## src/rtl/usb_pkg.sv

```systemverilog
// Shared USB CDL definitions: packet-type codes, PID bytes, SYNC pattern, CRC16 constants and helpers.
package usb_pkg;

  localparam logic [2:0] PKT_NONE  = 3'd0;
  localparam logic [2:0] PKT_DATA0 = 3'd1;
  localparam logic [2:0] PKT_DATA1 = 3'd2;
  localparam logic [2:0] PKT_ACK   = 3'd3;
  localparam logic [2:0] PKT_NAK   = 3'd4;
  localparam logic [2:0] PKT_STALL = 3'd5;

  localparam logic [7:0] PID_DATA0 = 8'hC3;
  localparam logic [7:0] PID_DATA1 = 8'h4B;
  localparam logic [7:0] PID_ACK   = 8'hD2;
  localparam logic [7:0] PID_NAK   = 8'h5A;
  localparam logic [7:0] PID_STALL = 8'h1E;

  localparam logic [7:0]  SYNC_BYTE  = 8'h80;
  localparam logic [15:0] CRC16_POLY = 16'h8005;
  localparam logic [15:0] CRC16_INIT = 16'hFFFF;

  typedef enum logic [3:0] {
    S_IDLE, S_SYNC, S_PID, S_DATA, S_CRC_LO, S_CRC_HI, S_EOP, S_IDLE_J, S_DONE
  } tx_state_t;

  function automatic logic [7:0] pid_byte(input logic [2:0] pkt);
    case (pkt)
      PKT_DATA0: return PID_DATA0;
      PKT_DATA1: return PID_DATA1;
      PKT_ACK:   return PID_ACK;
      PKT_NAK:   return PID_NAK;
      default:   return PID_STALL;
    endcase
  endfunction

  function automatic logic [15:0] crc16_step(input logic [15:0] crc, input logic din);
    logic fb;
    fb = din ^ crc[15];
    return {crc[14:0], 1'b0} ^ (fb ? CRC16_POLY : 16'h0000);
  endfunction

  function automatic logic [7:0] rev8(input logic [7:0] b);
    logic [7:0] r;
    for (int i = 0; i < 8; i++) r[i] = b[7-i];
    return r;
  endfunction

  // The serialiser is LSB-first, so each CRC byte is bit-reversed to send its MSB first.
  function automatic logic [7:0] crc_byte_hi(input logic [15:0] crc);
    return rev8(~crc[15:8]);
  endfunction

  function automatic logic [7:0] crc_byte_lo(input logic [15:0] crc);
    return rev8(~crc[7:0]);
  endfunction

endpackage

```

## src/rtl/usb_crc16.sv

```systemverilog
// Serial CRC16 LFSR (x^16+x^15+x^2+1), one data bit per enable.
module usb_crc16
  import usb_pkg::*;
(
  input  logic        clk,
  input  logic        n_rst,
  input  logic        clear,
  input  logic        enable,
  input  logic        data_in,
  output logic [15:0] crc
);

  always_ff @(posedge clk) begin
    if (!n_rst)      crc <= CRC16_INIT;
    else if (clear)  crc <= CRC16_INIT;
    else if (enable) crc <= crc16_step(crc, data_in);
  end

endmodule

```

## src/rtl/usb_tx_control_fsm.sv

```systemverilog
// USB full-speed transmit control: serialises SYNC, PID, payload, CRC16 and EOP LSB-first
// to the bit-stuffer, pulling payload bytes from the shared data buffer.
module usb_tx_control_fsm
  import usb_pkg::*;
#(
  parameter int MAX_BYTES = 64
) (
  input  logic       clk,
  input  logic       n_rst,
  input  logic [2:0] tx_packet,
  input  logic [6:0] buffer_occupancy,
  input  logic [7:0] tx_packet_data,
  input  logic       bit_strobe,
  output logic       get_tx_packet_data,
  output logic       tx_bit,
  output logic       tx_eop,
  output logic       tx_busy,
  output logic       tx_done
);

  localparam logic [6:0] MAX_LEN = 7'(MAX_BYTES);

  tx_state_t   state, state_nxt;
  logic [7:0]  shreg, shreg_nxt;
  logic [2:0]  bit_cnt, bit_cnt_nxt;
  logic [6:0]  byte_cnt, byte_cnt_nxt;
  logic [6:0]  len, len_nxt;
  logic [2:0]  pkt, pkt_nxt;
  logic [15:0] crc;
  logic        crc_clear, crc_en;
  logic        byte_done, is_data;

  assign byte_done = bit_strobe && (bit_cnt == 3'd7);
  assign is_data   = (pkt == PKT_DATA0) || (pkt == PKT_DATA1);

  usb_crc16 u_crc (
    .clk     (clk),
    .n_rst   (n_rst),
    .clear   (crc_clear),
    .enable  (crc_en),
    .data_in (shreg[0]),
    .crc     (crc)
  );

  always_ff @(posedge clk) begin
    if (!n_rst) begin
      state    <= S_IDLE;
      shreg    <= 8'h00;
      bit_cnt  <= 3'd0;
      byte_cnt <= 7'd0;
      len      <= 7'd0;
      pkt      <= PKT_NONE;
    end else begin
      state    <= state_nxt;
      shreg    <= shreg_nxt;
      bit_cnt  <= bit_cnt_nxt;
      byte_cnt <= byte_cnt_nxt;
      len      <= len_nxt;
      pkt      <= pkt_nxt;
    end
  end

  always_comb begin
    state_nxt          = state;
    shreg_nxt          = shreg;
    bit_cnt_nxt        = bit_cnt;
    byte_cnt_nxt       = byte_cnt;
    len_nxt            = len;
    pkt_nxt            = pkt;
    crc_clear          = 1'b0;
    crc_en             = 1'b0;
    get_tx_packet_data = 1'b0;
    tx_bit             = shreg[0];
    tx_eop             = 1'b0;
    tx_busy            = 1'b1;
    tx_done            = 1'b0;

    // Strobes only advance the serialiser while a packet is on the wire.
    if (bit_strobe && state != S_IDLE && state != S_IDLE_J && state != S_DONE) begin
      shreg_nxt   = {1'b0, shreg[7:1]};
      bit_cnt_nxt = bit_cnt + 3'd1;
    end

    case (state)
      S_IDLE: begin
        tx_bit  = 1'b1;
        tx_busy = 1'b0;
        if (tx_packet >= PKT_DATA0 && tx_packet <= PKT_STALL) begin
          pkt_nxt      = tx_packet;
          len_nxt      = 7'd0;
          if (tx_packet == PKT_DATA0 || tx_packet == PKT_DATA1)
            len_nxt = (buffer_occupancy > MAX_LEN) ? MAX_LEN : buffer_occupancy;
          shreg_nxt    = SYNC_BYTE;
          bit_cnt_nxt  = 3'd0;
          byte_cnt_nxt = 7'd0;
          crc_clear    = 1'b1;
          state_nxt    = S_SYNC;
        end
      end
      S_SYNC: begin
        if (byte_done) begin
          shreg_nxt = pid_byte(pkt);
          state_nxt = S_PID;
        end
      end
      S_PID: begin
        if (byte_done) begin
          if (!is_data) begin
            state_nxt = S_EOP;
          end else if (len == 7'd0) begin
            shreg_nxt = crc_byte_hi(crc);
            state_nxt = S_CRC_LO;
          end else begin
            shreg_nxt          = tx_packet_data;
            get_tx_packet_data = 1'b1;
            byte_cnt_nxt       = 7'd1;
            crc_clear          = 1'b1;
            state_nxt          = S_DATA;
          end
        end
      end
      S_DATA: begin
        crc_en = bit_strobe;
        if (byte_done) begin
          if (byte_cnt < len) begin
            shreg_nxt          = tx_packet_data;
            get_tx_packet_data = 1'b1;
            byte_cnt_nxt       = byte_cnt + 7'd1;
          end else begin
            // The last data bit enters the CRC on this same edge, so fold it in here.
            shreg_nxt = crc_byte_hi(crc16_step(crc, shreg[0]));
            state_nxt = S_CRC_LO;
          end
        end
      end
      S_CRC_LO: begin
        if (byte_done) begin
          shreg_nxt = crc_byte_lo(crc);
          state_nxt = S_CRC_HI;
        end
      end
      S_CRC_HI: begin
        if (byte_done) state_nxt = S_EOP;
      end
      S_EOP: begin
        tx_bit = 1'b1;
        tx_eop = 1'b1;
        if (bit_strobe && bit_cnt == 3'd1) begin
          bit_cnt_nxt = 3'd0;
          state_nxt   = S_IDLE_J;
        end
      end
      S_IDLE_J: begin
        tx_bit = 1'b1;
        if (bit_strobe) state_nxt = S_DONE;
      end
      S_DONE: begin
        tx_bit    = 1'b1;
        tx_busy   = 1'b0;
        tx_done   = 1'b1;
        state_nxt = S_IDLE;
      end
      default: state_nxt = S_IDLE;
    endcase
  end

endmodule

```

## config.mk

```make
export PLATFORM = sky130hd
export DESIGN_NAME = usb_tx_control_fsm
export DESIGN_NICKNAME = d
export VERILOG_FILES = /design/src/rtl/usb_pkg.sv /design/src/rtl/usb_crc16.sv /design/src/rtl/usb_tx_control_fsm.sv
export SDC_FILE = /design/constraint.sdc
export NUM_CORES = 1
export LEC_CHECK = 0
export BUFFER_PORTS_ARGS = -buffer_cell sky130_fd_sc_hd__buf_4
export CORE_ASPECT_RATIO = 0.5
export CORE_MARGIN = 4
export CORE_UTILIZATION = 40
export CTS_CLUSTER_DIAMETER = 80
export DETAILED_ROUTE_END_ITERATION = 16
export PLACE_DENSITY_LB_ADDON = 0.2
export SLEW_MARGIN = 20
export SYNTH_ARGS = -nofsm -noshare
export SYNTH_HDL_FRONTEND = slang
export SYNTH_HIERARCHICAL = 1
export SYNTH_SLANG_ARGS = --single-unit
```

## constraint.sdc

```tcl
create_clock -name clk -period 3 [get_ports clk]
set_clock_uncertainty 0.15 [all_clocks]
set_input_delay 0.15 -clock clk [delete_from_list [all_inputs] [get_ports clk]]
set_output_delay 0.15 -clock clk [all_outputs]
set_load 0.03 [all_outputs]
```

; ---- Word-level counts from Yosys, hierarchy flattened
; Cells that the tools add are included.
[op_classes]
n_lt_le_gt_ge = 4
n_reduce_logical = 18
eq_ne = 30
mux = 50
bitwise = 6
add_sub_neg = 2
[ops]
columns = operator, n
row1 = $mux W8, 9
row2 = $mux W7, 8
row3 = $pmux W8 S5, 1
row4 = $mux W4, 9
row5 = $pmux W4 S8, 1
row6 = $pmux W8 S4, 1
row7 = $ne A2 B2 Y1 const B, 12
row8 = $not A8 Y8, 3
row9 = $pmux W7 S3, 1
row10 = $eq A4 B3 Y1 const B, 4
row11 = $mux W16, 1
row12 = $xor A16 B16 Y16, 1
row13 = $mux W3, 5
row14 = $mux W1, 11
row15 = $eq A3 B1 Y1 const B, 3
row16 = $eq A3 B2 Y1 const B, 3
row17 = $reduce_and A9 Y1, 1
row18 = $eq A4 B2 Y1 const B, 2
row19 = $add A7 B1 Y7 const B, 1
row20 = $gt A7 B7 Y1 const B, 1
row21 = $logic_not A7 Y1, 1
row22 = $lt A7 B7 Y1, 1
row23 = $reduce_and A7 Y1, 1
row24 = $eq A3 B3 Y1 const B, 2
row25 = other kinds (19), 27
[totals]
input_bits = 21
elab_cells = 117
out_inout_bits = 5
regBits = 48

; ---- Depth between registers and ports, before layout
; Gate-level depths: netlist of run 1.
[depth]
word_depth = 8
depth_mapped = 10

; ---- Hierarchy
; Netlist of run 1, hierarchy kept.
[modules_own_cells]
columns = module, seq_area_each_um2, area_each_um2, instances, cells_per_inst
row1 = usb_tx_control_fsm, 640.6, 2555.0, 1, 348
row2 = usb_crc16, 320.3, 604.3, 1, 58

; ---- Least setup slack after synthesis of run 1
; Ideal clock, no wire load.
[synth_timing]
kind = reg2reg
startpoint = reg state[2]
endpoint = reg state[1]
synth_period_minus_slack_ns = 2.889
arrival_time_ns = 2.624
setup_slack_ns = 0.111
path_stages_with_launch = 8
path_buffers = 1
setup_ns = 0.115
path_cell_list = dfxtp_1 > buf_1 > nor4bb_1 > o21ai_0 > o221ai_1 > o31a_1 > o22ai_1 > and2_1
[synth_between]
elab_chain_cells = 3
elab_cells_between_ends = 19
classes_between = 16 x eq/ne / 1 x mux / 2 x reduce/logical
[synth_lines]
columns = element, line_no
row1 = from (decl), usb_tx_control_fsm.sv:23  ; tx_state_t state, state_nxt;
row2 = from (signal assigned), usb_tx_control_fsm.sv:54  ; state <= state_nxt;
row3 = $eq A4 B3 Y1 (tied with other cells), usb_tx_control_fsm.sv:84  ; case (state)
row4 = $ne A2 B2 Y1 (no source line), --
row5 = $reduce_and A9 Y1 (no source line), --
; Several ways; a longest one is shown, not always the timed one.
; A chain may end at the register's enable or synchronous reset.

; ---- Worst setup path after layout of run 1
[layout_timing]
startpoint = reg len[4]
endpoint = reg byte_cnt[5]
[layout_between]
elab_chain_cells = 3
elab_cells_between_ends = 5
classes_between = 1 x order compare / 2 x eq/ne / 2 x reduce/logical
[layout_lines]
columns = element, line_no
row1 = from (decl), usb_tx_control_fsm.sv:27  ; logic [6:0] len, len_nxt;
row2 = from (signal assigned), usb_tx_control_fsm.sv:58  ; len <= len_nxt;
row3 = $lt A7 B7 Y1 / $logic_not A7 Y1 (equally long branches), "usb_tx_control_fsm.sv:125, usb_tx_control_fsm.sv:110"
row4 = $ne A2 B2 Y1 (no source line), --
row5 = $reduce_and A7 Y1 (no source line) (*), --
row6 = to (signal assigned), usb_tx_control_fsm.sv:57  ; byte_cnt <= byte_cnt_nxt;
row7 = to (decl), usb_tx_control_fsm.sv:26  ; logic [6:0] byte_cnt, byte_cnt_nxt;
; Every way passes the cells marked *; elsewhere a longest branch is shown, timed or not.

==> results list, run 1 <==
- The worst setup path is of the flop to flop kind.
- Most used standard cell by instance count after synthesis: sky130_fd_sc_hd__nand2_1
- Footprint of the multi-input gates: 2033 sq um
* Iteration-0 DRC count of the detailed router: 193
* Post-synth top flop: sky130_fd_sc_hd__dfxtp_1
- Global routing consumed, over all layers together, 18.96% of the routing resources.
- The post-route netlist has 15.61% of its cells at a drive strength greater than 1.
- Post-synthesis to final-layout area growth: 18.57%
* Per-cell via count in the routed design: 5.673
* Post-synthesis async set-or-reset flop share: 0%
- Effective utilization at floorplan: 42.20%
* Core Util, Final: 50.03%
- Synth top area share: 30.42%
* Final setup violation count: 0
- Prior to clock tree synthesis, the placed netlist has a worst setup slack of 299.5 ps.
* Final Hold Viols: 0
- Port Buffer Count: 25
* Static Leak: 1.430 nW
* Outcome: complete, no violations
- The number of antenna diodes in the final layout is 0.
- Dividing the detail-routed wire length by the instance count gives about 16 microns.
- Number of maximum-capacitance constraint violations: 0
* Class of the tightest hold or removal check: input port to flop
- Once the clock tree was built, the setup fixing pass inserted 0 buffers.
- The die covers 9470 sq um.
- Maximum net fanout on the critical path: 3
- At the pin with the least slew margin, the transition time is 781.2 ps.
- Averaged over all synthesized cells, the footprint is 7.781 sq um.
- Ranked by total cell area, the synthesized netlist is headed by sky130_fd_sc_hd__dfxtp_1 30%, sky130_fd_sc_hd__mux2i_1 8.2%, sky130_fd_sc_hd__nand2_1 5.8%, sky130_fd_sc_hd__a21oi_1 5.4%, sky130_fd_sc_hd__nor2_1 4.9%.
- TritonCTS built the clock tree.
- 1st-pass router iterations: 4
- The synthesized netlist contains 57 unique library cells.
- By count the netlist is led by 49 x sky130_fd_sc_hd__nand2_1, 48 x sky130_fd_sc_hd__dfxtp_1, 41 x sky130_fd_sc_hd__nor2_1.
- Shortest clock period the worst path allows after layout: 2758 ps
- On the critical path, the stage with the largest delay is an instance of sky130_fd_sc_hd__or4b_1.
- In this run the tightest slew margin relative to its limit is 46.58%.
* Count of pins on the block boundary: 26
* Worst Setup End Kind: flop
* Clk_lat worst skew: 290 ps
- CTS built an H-tree with a depth of 2.
- Bufs on Longest Clock Path: 2
- Unrepaired setup endpoints after global routing: false
- Sequential cells were found to cover a little over 30% of the synthesized design area.
- GRT overflow: 0
- Total vias in the final route: 3120
* DRT antenna net count: 0
* # clock sinks: 48
- In this run, synthesis inferred 0 flip-flops with an integrated enable.
- After routing the design area is 3746 sq um.
* Sequential cell area: 960.9 sq um
* Crit path arrival time: 2830 ps
* HPWL after detailed placement: 6.413 mm
- Power density cells: 710.3 nW/um^2
- Highest Clock Rate: 0.3626 GHz
- Vias in the first global route: about 2800
* Cell Count Post-Placement: around 540
- Core box area: 7487 sq um
- Maximum ir drop on the vdd rail: 0.2410 mV
- First-pass GRT wire length: 14.50 mm
- The largest single stage delay on the critical path is 470 ps.
- On the critical path the largest part of the delay comes from compound AO/OA/AOI/OAI gates.
* Biggest area consumer among synthesized cells: sky130_fd_sc_hd__dfxtp_1
- Counting the fill cells in the layout gives 743.
- Routability-driven placement finished with a final weighted congestion of roughly 0.86.
- Fin. max-slew vios: 0
- The worst path meets setup with around 240 ps of slack.
* Post-Synthesis Cells: just over 400
- Initial antenna violation count: 0
* Routed WL: between 8 and 9 mm
* Yosys warning count: 6
* Number of register bits inferred by synthesis: 48
* DR DRC count: 0
* Share of the clock period used by the worst path: 91.92%
- STA puts the critical path data required time at 3070 ps.
- Total CTS buffers: 5
* Count of non-filler cells in the finished layout: 550
* Die X-Extent: 133.7 microns
- The die is ~71 microns tall.
* Total standard cell area after synthesis: 3159 sq um
* Clock-pin slew reported for the worst setup and hold paths after clock tree synthesis: 60 ps
- Number of nets at the end of the flow: 472
- Number of buffers and inverters on the critical path: 1
- Crit path cell chain: inv_1 > ha_1 > a21o_1 > a221o_1 > a311o_1 > a211oi_1 > or4b_1 > a21oi_1
- Floorplan row count: 22
- STA classifies the critical path startpoint as a flop.
- Placement-stage cell area: 3512 sq um
- Sum Neg Setup Slack: 0 ps
* Largest net degree at the start of global routing: 17
* Buffer type at the clock tree root: sky130_fd_sc_hd__clkbuf_16
* Post-Synthesis Net Count: 437
[final timing paths]
path                              startpoint           to  slack [ps]  depth (start not counted)
worst max register to register        len[4]  byte_cnt[5]         240                          8
worst min-delay path            tx_packet[1]       pkt[2]          20                          3
worst max-delay path                  len[4]  byte_cnt[5]         240                          8
worst min register to register   byte_cnt[6]  byte_cnt[6]         350                          2
[logic make-up (layout without fill, tap and decap cells)]
kind of cell	after synthesis	in the layout	share of synthesized area, %
simple gates	145	145	22.18
compound gates	125	125	26.06
flops	48	48	30.42
buf+inv	39	75	5.227
mux	30	30	9.663
fa+ha+maj	10	10	3.960
xor+xnor	9	9	2.495
[placed cells by master, fill, tap and decap left out, types with 3 or more instances in the layout]
| master | synthesis | layout |
|---|---|---|
| sky130_fd_sc_hd__dlygate4sd3_1 | 0 | 7 |
| sky130_fd_sc_hd__nor2b_1 | 6 | 6 |
| sky130_fd_sc_hd__o31ai_1 | 9 | 9 |
| sky130_fd_sc_hd__o211ai_1 | 6 | 6 |
| sky130_fd_sc_hd__o22ai_1 | 3 | 3 |
| sky130_fd_sc_hd__mux2i_1 | 26 | 26 |
| sky130_fd_sc_hd__nand2b_1 | 5 | 5 |
| sky130_fd_sc_hd__nor3_1 | 5 | 5 |
| sky130_fd_sc_hd__ha_1 | 10 | 10 |
| sky130_fd_sc_hd__buf_4 | 1 | 42 |
| sky130_fd_sc_hd__o21a_1 | 6 | 6 |
| sky130_fd_sc_hd__nand3_1 | 6 | 6 |
| sky130_fd_sc_hd__a211oi_1 | 6 | 6 |
| sky130_fd_sc_hd__mux2_2 | 4 | 4 |
| sky130_fd_sc_hd__dfxtp_1 | 48 | 48 |
| sky130_fd_sc_hd__nor2_1 | 41 | 41 |
| sky130_fd_sc_hd__clkbuf_16 | 0 | 5 |
| sky130_fd_sc_hd__inv_1 | 17 | 17 |
| sky130_fd_sc_hd__a31oi_1 | 6 | 6 |
| sky130_fd_sc_hd__a21oi_1 | 34 | 34 |
| sky130_fd_sc_hd__a221oi_1 | 3 | 3 |
| sky130_fd_sc_hd__or2_2 | 6 | 6 |
| sky130_fd_sc_hd__a22oi_1 | 7 | 7 |
| sky130_fd_sc_hd__and2_1 | 8 | 8 |
| sky130_fd_sc_hd__a2111oi_0 | 3 | 3 |
| sky130_fd_sc_hd__o21ai_0 | 22 | 22 |
| sky130_fd_sc_hd__nand2_1 | 49 | 49 |
| sky130_fd_sc_hd__or4_1 | 3 | 3 |
| sky130_fd_sc_hd__o221ai_1 | 3 | 3 |
| sky130_fd_sc_hd__xnor2_1 | 7 | 7 |
[final cells by class]
type,instances,area share (%)
Timing Repair Buffer,49,10.29
Clock inverter,2,0.9352
Sequential cell,48,25.65
Multi-Input combinational cell,319,54.28
Tap cell,108,3.607
Inverter,18,1.804
Clock buffer,6,3.440
[through the flow]
stage / total power, mW / hold WS (ps)
after global routing: 2.828 / 24.69
final: 2.661 / 20.45
after detailed placement: 1.997 / 249.8
after CTS: 2.652 / 10.30
after floorplan: 1.656 / 147.5
after global placement: 2.007 / 243.2
[per-layer routing]
layer,global-route usage (%),up-vias,wire length [microns]
met5,0,-,0
met4,6.271,0,109
met3,4.048,11,625
met2,26.85,106,3617
met1,28.36,1452,4432
li1,-,1551,-
[worst reg2reg max path, stage by stage (launching register included)]
cell and delay, ps:
sky130_fd_sc_hd__dfxtp_1 360, sky130_fd_sc_hd__inv_1 70, sky130_fd_sc_hd__ha_1 290, sky130_fd_sc_hd__a21o_1 160, sky130_fd_sc_hd__a221o_1 320, sky130_fd_sc_hd__a311o_1 350, sky130_fd_sc_hd__a211oi_1 360, sky130_fd_sc_hd__or4b_1 470
sky130_fd_sc_hd__a21oi_1 160
[registers in the layout, indices dropped and copies added, names as in the netlist]
| register | count |
|---|---|
| shreg | 8 |
| byte_cnt | 7 |
| state | 4 |
| len | 7 |
| bit_cnt | 3 |
| u_crc/crc | 16 |
| pkt | 3 |
[where the power goes]
group | switching [mW] | total, mW | internal [mW] | leakage, nW
Clock | 0.243 | 0.636 | 0.392 | 0.0808
Combinational | 0.802 | 1.30 | 0.498 | 0.960
Sequential | 0.0446 | 0.725 | 0.680 | 0.389
[timing repair]
action                    CTS  global route
hold endpoints to repair    7             0
gates resized for setup     0             0
hold buffers                7             0
No activity file was read; power rests on OpenSTA's default activity.
==> run 2: changes to the inputs <==
==> constraint.sdc (replaced) <==
create_clock -name clk -period 3.4 [get_ports clk]
set_clock_uncertainty 0.15 [all_clocks]
set_input_delay 0.17 -clock clk [delete_from_list [all_inputs] [get_ports clk]]
set_output_delay 0.17 -clock clk [all_outputs]
set_load 0.03 [all_outputs]
==> run 2 against run 1 <==
Against the previous run:
- core utilization decreased by 1.1 points
- register-to-register slack better by 270 ps
- worst hold slack improved by 3.6 ps
- global-route usage fell by 0.61 points
- final area fell by 2.2%
- critical path depth is the same
- total power fell by 15%
- clock power is 20% lower
- non-clock buffer count is 9 lower
- fmax shrank 4.5%
- combinational power shrank 17%
- critical path type unchanged
- critical endpoint is now shreg[6]
- largest cell class unchanged
- largest power group unchanged
==> results list, run 2 (synthesized netlist as in run 1, its figures left out) <==
* Antenna diode count: 0 (unchanged)
- Crit-path slowest cell: sky130_fd_sc_hd__dfxtp_1
- Crit path arrival time: 2890 ps (+60 ps)
- Transition at the pin with the smallest max-transition slack: 851.6 ps (+70.44 ps)
- Largest net degree at the start of global routing: 19 (+2)
- The required time at the worst-slack endpoint came to 3410 ps (+340 ps).
- STA classifies the critical path startpoint as a flop.
- Die boundary height: 70.84 microns (unchanged)
- The number of rows created at floorplan was 22 (unchanged).
* GRT overflow: 0 (unchanged)
* CTS tree: built
- The width of the chip was 133.7 microns (unchanged).
* Peak per-stage delay on the critical path: 480 ps (about the same)
- The first-pass GRT wire length was 14.17 mm (-2.3%).
* Worst-case register-to-register setup slack: 510 ps (+270 ps)
- Per-cell via count in the routed design: 5.678 (about the same)
* Maximum ir drop on the vdd rail: 0.2580 mV (+7.1%)
* Routed length per instance: 16.01 microns (+0.22%)
- 1st-pass router iterations: 5 (+1)
- The port buffer count was 25 (unchanged).
* Maximum net fanout on the critical path: 17 (+14)
- The power density over cell area was 616.5 nW/um^2 (-13%).
- The final antenna-violating net count was 0 (unchanged).
* Setup slack of the critical path after layout: 513.5 ps (+271.1 ps)
- The number of pins exceeding their max-slew limit in the final report is 0 (unchanged).
- The estimated wirelength of the detail-placed design is 6.372 mm (-0.65%).
- Class of the tightest hold or removal check: input port to flop
- Worst Setup End Kind: flop
* Commonest non-fill, non-tap cell in the layout: sky130_fd_sc_hd__nand2_1
- The combined global-route utilization of all metal layers was 18.35% (-0.61 points).
- DR DRC count: 0 (unchanged)
- Post-placement setup slack: 584.2 ps (+284.7 ps)
- The top cell types in the final layout, fill and taps aside, are 49 x sky130_fd_sc_hd__nand2_1, 48 x sky130_fd_sc_hd__dfxtp_1, 41 x sky130_fd_sc_hd__nor2_1.
* Clk_lat worst skew: 290 ps (about the same)
* Core Util, Final: 48.91% (-1.1 points)
- The core area was 7487 sq um (unchanged).
* Count of pins on the block boundary: 26 (unchanged)
- Walking the worst path, the cells encountered are or2_2 > nor2_2 > inv_2 > nand3_2 > mux2i_1 > nor2_1 > a2111oi_0 > a31oi_1.
- Weighted congestion at the end of routability-driven global placement: 0.9621 (+12%)
- Initial antenna violation count: 0 (unchanged)
- Worst Hold Margin: 24.00 ps (+3.551 ps)
- Worst Hold Launch: tx_packet[0]
- Finished layout cell area: 3662 sq um (-2.2%)
- Vias in the first global route: 2797 (-1.7%)
- Routed WL: 8.660 mm (-1.4%)
- Largest registers in the final layout: u_crc/crc x16, shreg x8
- Iteration-0 DRC count of the detailed router: 276 (+43%)
* Instance count along the most critical hold path: 3 (unchanged)
* Number of maximum-capacitance constraint violations: 0 (unchanged)
- The number of failing hold endpoints at the final stage came to 0 (unchanged).
* Effective utilization at floorplan: 42.20% (unchanged)
- In this run the critical register-to-register path is launched from state[0].
* Static Leak: 1.376 nW (-3.8%)
- The number of cell instances on the worst register-to-register path is 8 (unchanged).
- Buffer type at the clock tree root: sky130_fd_sc_hd__clkbuf_16
- The total instance count after detailed placement was 527 (-1.5%).
* Flip-flop count of the largest register after layout: 16 (unchanged)
- The register with the most flip-flops in the final layout is u_crc/crc.
- The relative slew slack came to 43.11% (-3.5 points).
- The power after layout is 2.258 mW (-15%).
- The maximum clock insertion buffer count was 2 (unchanged).
- Placement-stage cell area: 3452 sq um (-1.7%)
- The part of the cycle the worst path needs came to 84.90% (-7.0 points).
- Die Outline Area: 9470 sq um (unchanged)
* Endpoint of the worst-slack reg-to-reg timing path: shreg[6]
- # clock sinks: 48 (unchanged)
- The run finished with clean final reports.
- Sum Neg Setup Slack: 0 ps (unchanged)
* Total vias in the final route: 3072 (-1.5%)
- Shortest clock period the worst path allows after layout: 2886 ps (+128.9 ps)
- End point of the most critical hold path: pkt[0]
* Count of cells resized by post-cts repair: 0 (unchanged)
- Clock-pin slew reported for the worst setup and hold paths after clock tree synthesis: 60 ps (about the same)
* Count of non-filler cells in the finished layout: 541 (-1.6%)
* Final setup violation count: 0 (unchanged)
- Number of H-tree levels: 2 (unchanged)
* Layout cells sized above 1: 14.09% (-1.5 points)
- Highest Clock Rate: 0.3464 GHz (-4.5%)
- Unrepaired setup endpoints after global routing: false
* Number of nets at the end of the flow: 463 (-1.9%)
- Total CTS buffers: 5 (unchanged)
* Post-synthesis to final-layout area growth: 15.92%
- The critical path is of the flop to flop type.
==> run 2: critical path, delay by kind of cell, from the launching register on <==
kind            cells  cell delay [ps]
flops               1              480
compound gates      2              630
mux                 1              360
buf+inv             1              110
simple gates        4             1030
==> run 2: where the power goes <==
part / internal (mW) / switching, mW / leakage [nW]
Combinational: 0.407 / 0.669 / 0.917
Sequential: 0.600 / 0.0746 / 0.389
Clock: 0.293 / 0.214 / 0.0701
Total: 1.30 / 0.958 / 1.38
==> run 2: layer usage <==
metal / share of wire [%] / track usage (%) / wire [microns] / up-vias
met5: 0 / 0 / 0 / -
met4: 1.4 / 5.359 / 119 / 0
met3: 6.2 / 3.054 / 536 / 9
met2: 40 / 26.69 / 3506 / 113
met1: 52 / 27.70 / 4498 / 1412
li1: - / - / - / 1538
==> run 2: area by class of cell <==
| class | instances | area [sq um] |
|---|---|---|
| Fill cell | 764 | 3825 |
| Multi-Input combinational cell | 319 | 2033 |
| Sequential cell | 48 | 960.9 |
| Timing Repair Buffer | 40 | 315.3 |
| Clock buffer | 7 | 142.6 |
| Tap cell | 108 | 135.1 |
| Inverter | 18 | 67.56 |
| Clock inverter | 1 | 7.507 |
==> run 2: timing repair <==
action | in CTS | in global routing
hold buffers | 6 | 0
endpoints found under the hold margin | 6 | 0
endpoints found under the setup margin | 0 | 0
buffers inserted | 0 | 0
==> run 2: worst max path at each step <==
stage	end	depth (start not counted)	startpoint	slack, ps
6_report	shreg[6]	8	state[0]	510
5_1_grt	shreg[6]	8	state[0]	350
4_1_cts	shreg[6]	8	state[0]	560
3_5_place_dp	shreg[6]	8	state[0]	580
3_3_place_gp	shreg[6]	8	state[0]	640
2_1_floorplan	state[1]	7	state[2]	510
==> run 3: changes to the inputs <==
==> constraint.sdc (replaced) <==
create_clock -name clk -period 2.7 [get_ports clk]
set_clock_uncertainty 0.15 [all_clocks]
set_input_delay 0.135 -clock clk [delete_from_list [all_inputs] [get_ports clk]]
set_output_delay 0.135 -clock clk [all_outputs]
set_load 0.03 [all_outputs]
==> run 3 against run 2 <==
Against the previous run:
- core utilization increased by 2.8 points
- wire length increased by 13%
- register-to-register slack got worse by 460 ps
- non-clock buffer count increased by 17
- combinational power increased by 49%
- sequential share of layout area decreased by 1.3 points
- global-route usage increased by 2.2 points
- fmax increased by 8.9%
- worst hold slack improved by 8.5 ps
- total power increased by 36%
==> results list, run 3 (synthesized netlist as in run 1, its figures left out) <==
* Peak per-stage delay on the critical path: 500 ps (+20 ps)
- Static Leak: 1.471 nW (+6.9%)
* Core box area: 7487 sq um (unchanged)
- Crit path arrival time: 2730 ps (-160 ps)
* Routed WL: 9.822 mm (+13%)
- Crit path cell chain: ha_4 > o21a_1 > a221o_1 > a311o_1 > a21o_4 > or4_1 > a21oi_2
* Endpoint of the worst-slack reg-to-reg timing path: byte_cnt[6]
- The met3 track demand over resource is 6.037% (+3.0 points).
- In the final layout, the registers with the most flip-flops are u_crc/crc x16, shreg x8.
* Number of H-tree levels: 2 (unchanged)
- Total CTS buffers: 5 (unchanged)
- The number of antenna violations at the first check in global routing was 0 (unchanged).
- The floorplan die area is 9470 sq um (unchanged).
- # clock sinks: 48 (unchanged)
* Iteration-0 DRC count of the detailed router: 351 (+27%)
- The slowest stage of the critical path is the sky130_fd_sc_hd__or4_1 cell.
* Outcome: complete, no violations
* Total vias in the final route: 3333 (+8.5%)
- The final antenna-violating net count is 0 (unchanged).
- CTS tree: built
* Count of pins on the block boundary: 26 (unchanged)
- First-pass GRT wire length: 15.61 mm (+10%)
- The required time at the worst-slack endpoint came to 2780 ps (-630 ps).
- The count of unresolved DRC violations after routing is 0 (unchanged).
- Number of maximum-capacitance constraint violations: 0 (unchanged)
* Shortest clock period the worst path allows after layout: 2651 ps (-235.1 ps)
* Maximum ir drop on the vdd rail: 0.3186 mV (+24%)
- Share of the clock period used by the worst path: 98.20% (+13 points)
* Sum Neg Setup Slack: 0 ps (unchanged)
* GRT overflow: 0 (unchanged)
- Routed length per instance: 17.57 microns (+9.8%)
- The combinational share of power was 52.3% (+4.7 points).
- Class of the tightest hold or removal check: input port to flop
* CP Capture Point: byte_cnt[6]
- The clock-pin slew on the worst setup and hold paths came to 70 ps (about the same).
* Finished layout cell area: 3869 sq um (+5.6%)
* Type of the worst setup path: flop to flop
- The minimum setup slack among reg-to-reg paths is 50 ps (-460 ps).
* Vias in the first global route: 3126 (+12%)
- Power density cells: 794.5 nW/um^2 (+29%)
- Sequential share of power: 26.4% (-3.5 points)
- Number of nets at the end of the flow: 481 (+3.9%)
- The final RePlAce weighted congestion is 0.9542 (-0.82%).
- The width of the chip was 133.7 microns (unchanged).
* GRT Max-Usage Layer: met2
- The final-report setup violation count is 0 (unchanged).
- Sw Ratio: 42.62% (+0.19 points)
* Port Buffer Count: 25 (unchanged)
- Buffer type at the clock tree root: sky130_fd_sc_hd__clkbuf_16
* Commonest non-fill, non-tap cell in the layout: sky130_fd_sc_hd__nand2_1
- Floorplan row count: 22 (unchanged)
* Worst Setup End Kind: flop
- Post-synthesis to final-layout area growth: 22.46%
* Clock group share of total power: 21.2% (-1.3 points)
- The clock latency on the worst-skew pair is 300 ps (about the same).
- Worst Hold Launch: n_rst
- The number of failing hold endpoints at the final stage is 0 (unchanged).
- The estimated wirelength of the detail-placed design came to 6.987 mm (+9.7%).
* Maximum net fanout on the critical path: 6 (-11)
- Critical Path Source Type: flop
* Per-cell via count in the routed design: 5.962 (+5.0%)
* Total global-route track usage: 20.54% (+2.2 points)
- The worst-margin pin slew is 794.7 ps (-56.89 ps).
* Internal portion of total power: 1.764 mW (+36%)
- Flip-flop count of the largest register after layout: 16 (unchanged)
- Total of fill cells in the finished design: 739 (-3.3%)
- Die boundary height: 70.84 microns (unchanged)
- The number of pins exceeding their max-slew limit in the final report came to 0 (unchanged).
- The initial core utilization came to 42.20% (unchanged).
* Layout cells sized above 1: 19.29% (+5.2 points)
* Highest Clock Rate: 0.3772 GHz (+8.9%)
- Largest reg by FF count: u_crc/crc
- Reg2reg path depth: 7 (-1)
* Placement-stage cell area: 3538 sq um (+2.5%)
- The total inserted antenna cells was 0 (unchanged).
* Worst rel slew slack: 46.27% (+3.2 points)
- The met1 track utilization from global routing came to 27.08% (-0.62 points).
* 1st-pass router iterations: 7 (+2)
- Tracing the worst setup path back leads to its startpoint at byte_cnt[6].
- Critical R2R Launch: byte_cnt[6]
* Met2 track utilization from global routing: 32.36% (+5.7 points)
- Bufs on Longest Clock Path: 2 (unchanged)
- The worst hold margin is 32.48 ps (+8.479 ps).
- Largest net degree at the start of global routing: 19 (unchanged)
- Switching power: 1.310 mW (+37%)
- Commonest non-fill, non-tap cells in the layout: 49 x sky130_fd_sc_hd__nand2_1, 47 x sky130_fd_sc_hd__buf_4, 45 x sky130_fd_sc_hd__dfxtp_1
run 3: worst min path at each step:
stage / end / slack (ps) / depth (start not counted)
finish: shreg[6] / 30 / 3
global placement: len[2] / 230 / 3
detailed placement: len[0] / 240 / 3
CTS: shreg[6] / 20 / 3
floorplan: pkt[0] / 130 / 2
global route: shreg[6] / 30 / 3
run 3: per-stage QoR:
step | total power, mW | setup WS (ps) | cells | util (%)
2_1_floorplan | 1.844 | 129.7 | 406 | -
3_3_place_gp | 2.248 | 81.17 | 537 | 47.26
3_5_place_dp | 2.273 | -21.14 | 537 | 47.26
4_1_cts | 2.976 | 40.91 | 554 | 50.77
5_1_grt | 3.227 | -15.81 | 559 | 51.67
6_report | 3.074 | 48.67 | 559 | 51.67
run 3: area by class of cell:
type                            count  area, sq um  share of cell area, %
Tap cell                          108        135.1                  3.493
Timing Repair Buffer               57        464.2                  12.00
Multi-Input combinational cell    320         2091                  54.04
Inverter                           18        67.56                  1.746
Clock buffer                        8        146.4                  3.784
Sequential cell                    48        964.7                  24.94
run 3: repair_timing:
action                                 in CTS  in global routing
endpoints found under the hold margin       8                  0
gates resized for setup                     4                  7
setup buffers                               1                  4
gates cloned                                0                  1
hold buffers                                8                  0
setup endpoints to repair                   4                  9
pin swaps                                   1                  7
run 3: layer usage:
metal | vias up | wire (microns) | part of all wire, %
met5 | - | 0 | 0
met4 | 0 | 210 | 2.1
met2 | 155 | 4318 | 44
li1 | 1576 | - | -
met3 | 31 | 836 | 8.5
met1 | 1571 | 4457 | 45
run 3: power by group through the flow:
stage / combinational, mW / clock, mW / sequential (mW)
floorplan: 1.04 / 0 / 0.806
global placement: 1.43 / 0 / 0.822
detailed placement: 1.45 / 0 / 0.826
CTS: 1.51 / 0.655 / 0.810
global route: 1.73 / 0.681 / 0.818
finish: 1.61 / 0.652 / 0.813
run 3: critical path, delay by kind of cell (launching register included):
| family | cells | cell delay (ps) |
|---|---|---|
| compound gates | 5 | 1320 |
| simple gates | 1 | 500 |
| flops | 1 | 400 |
| fa+ha+maj | 1 | 230 |
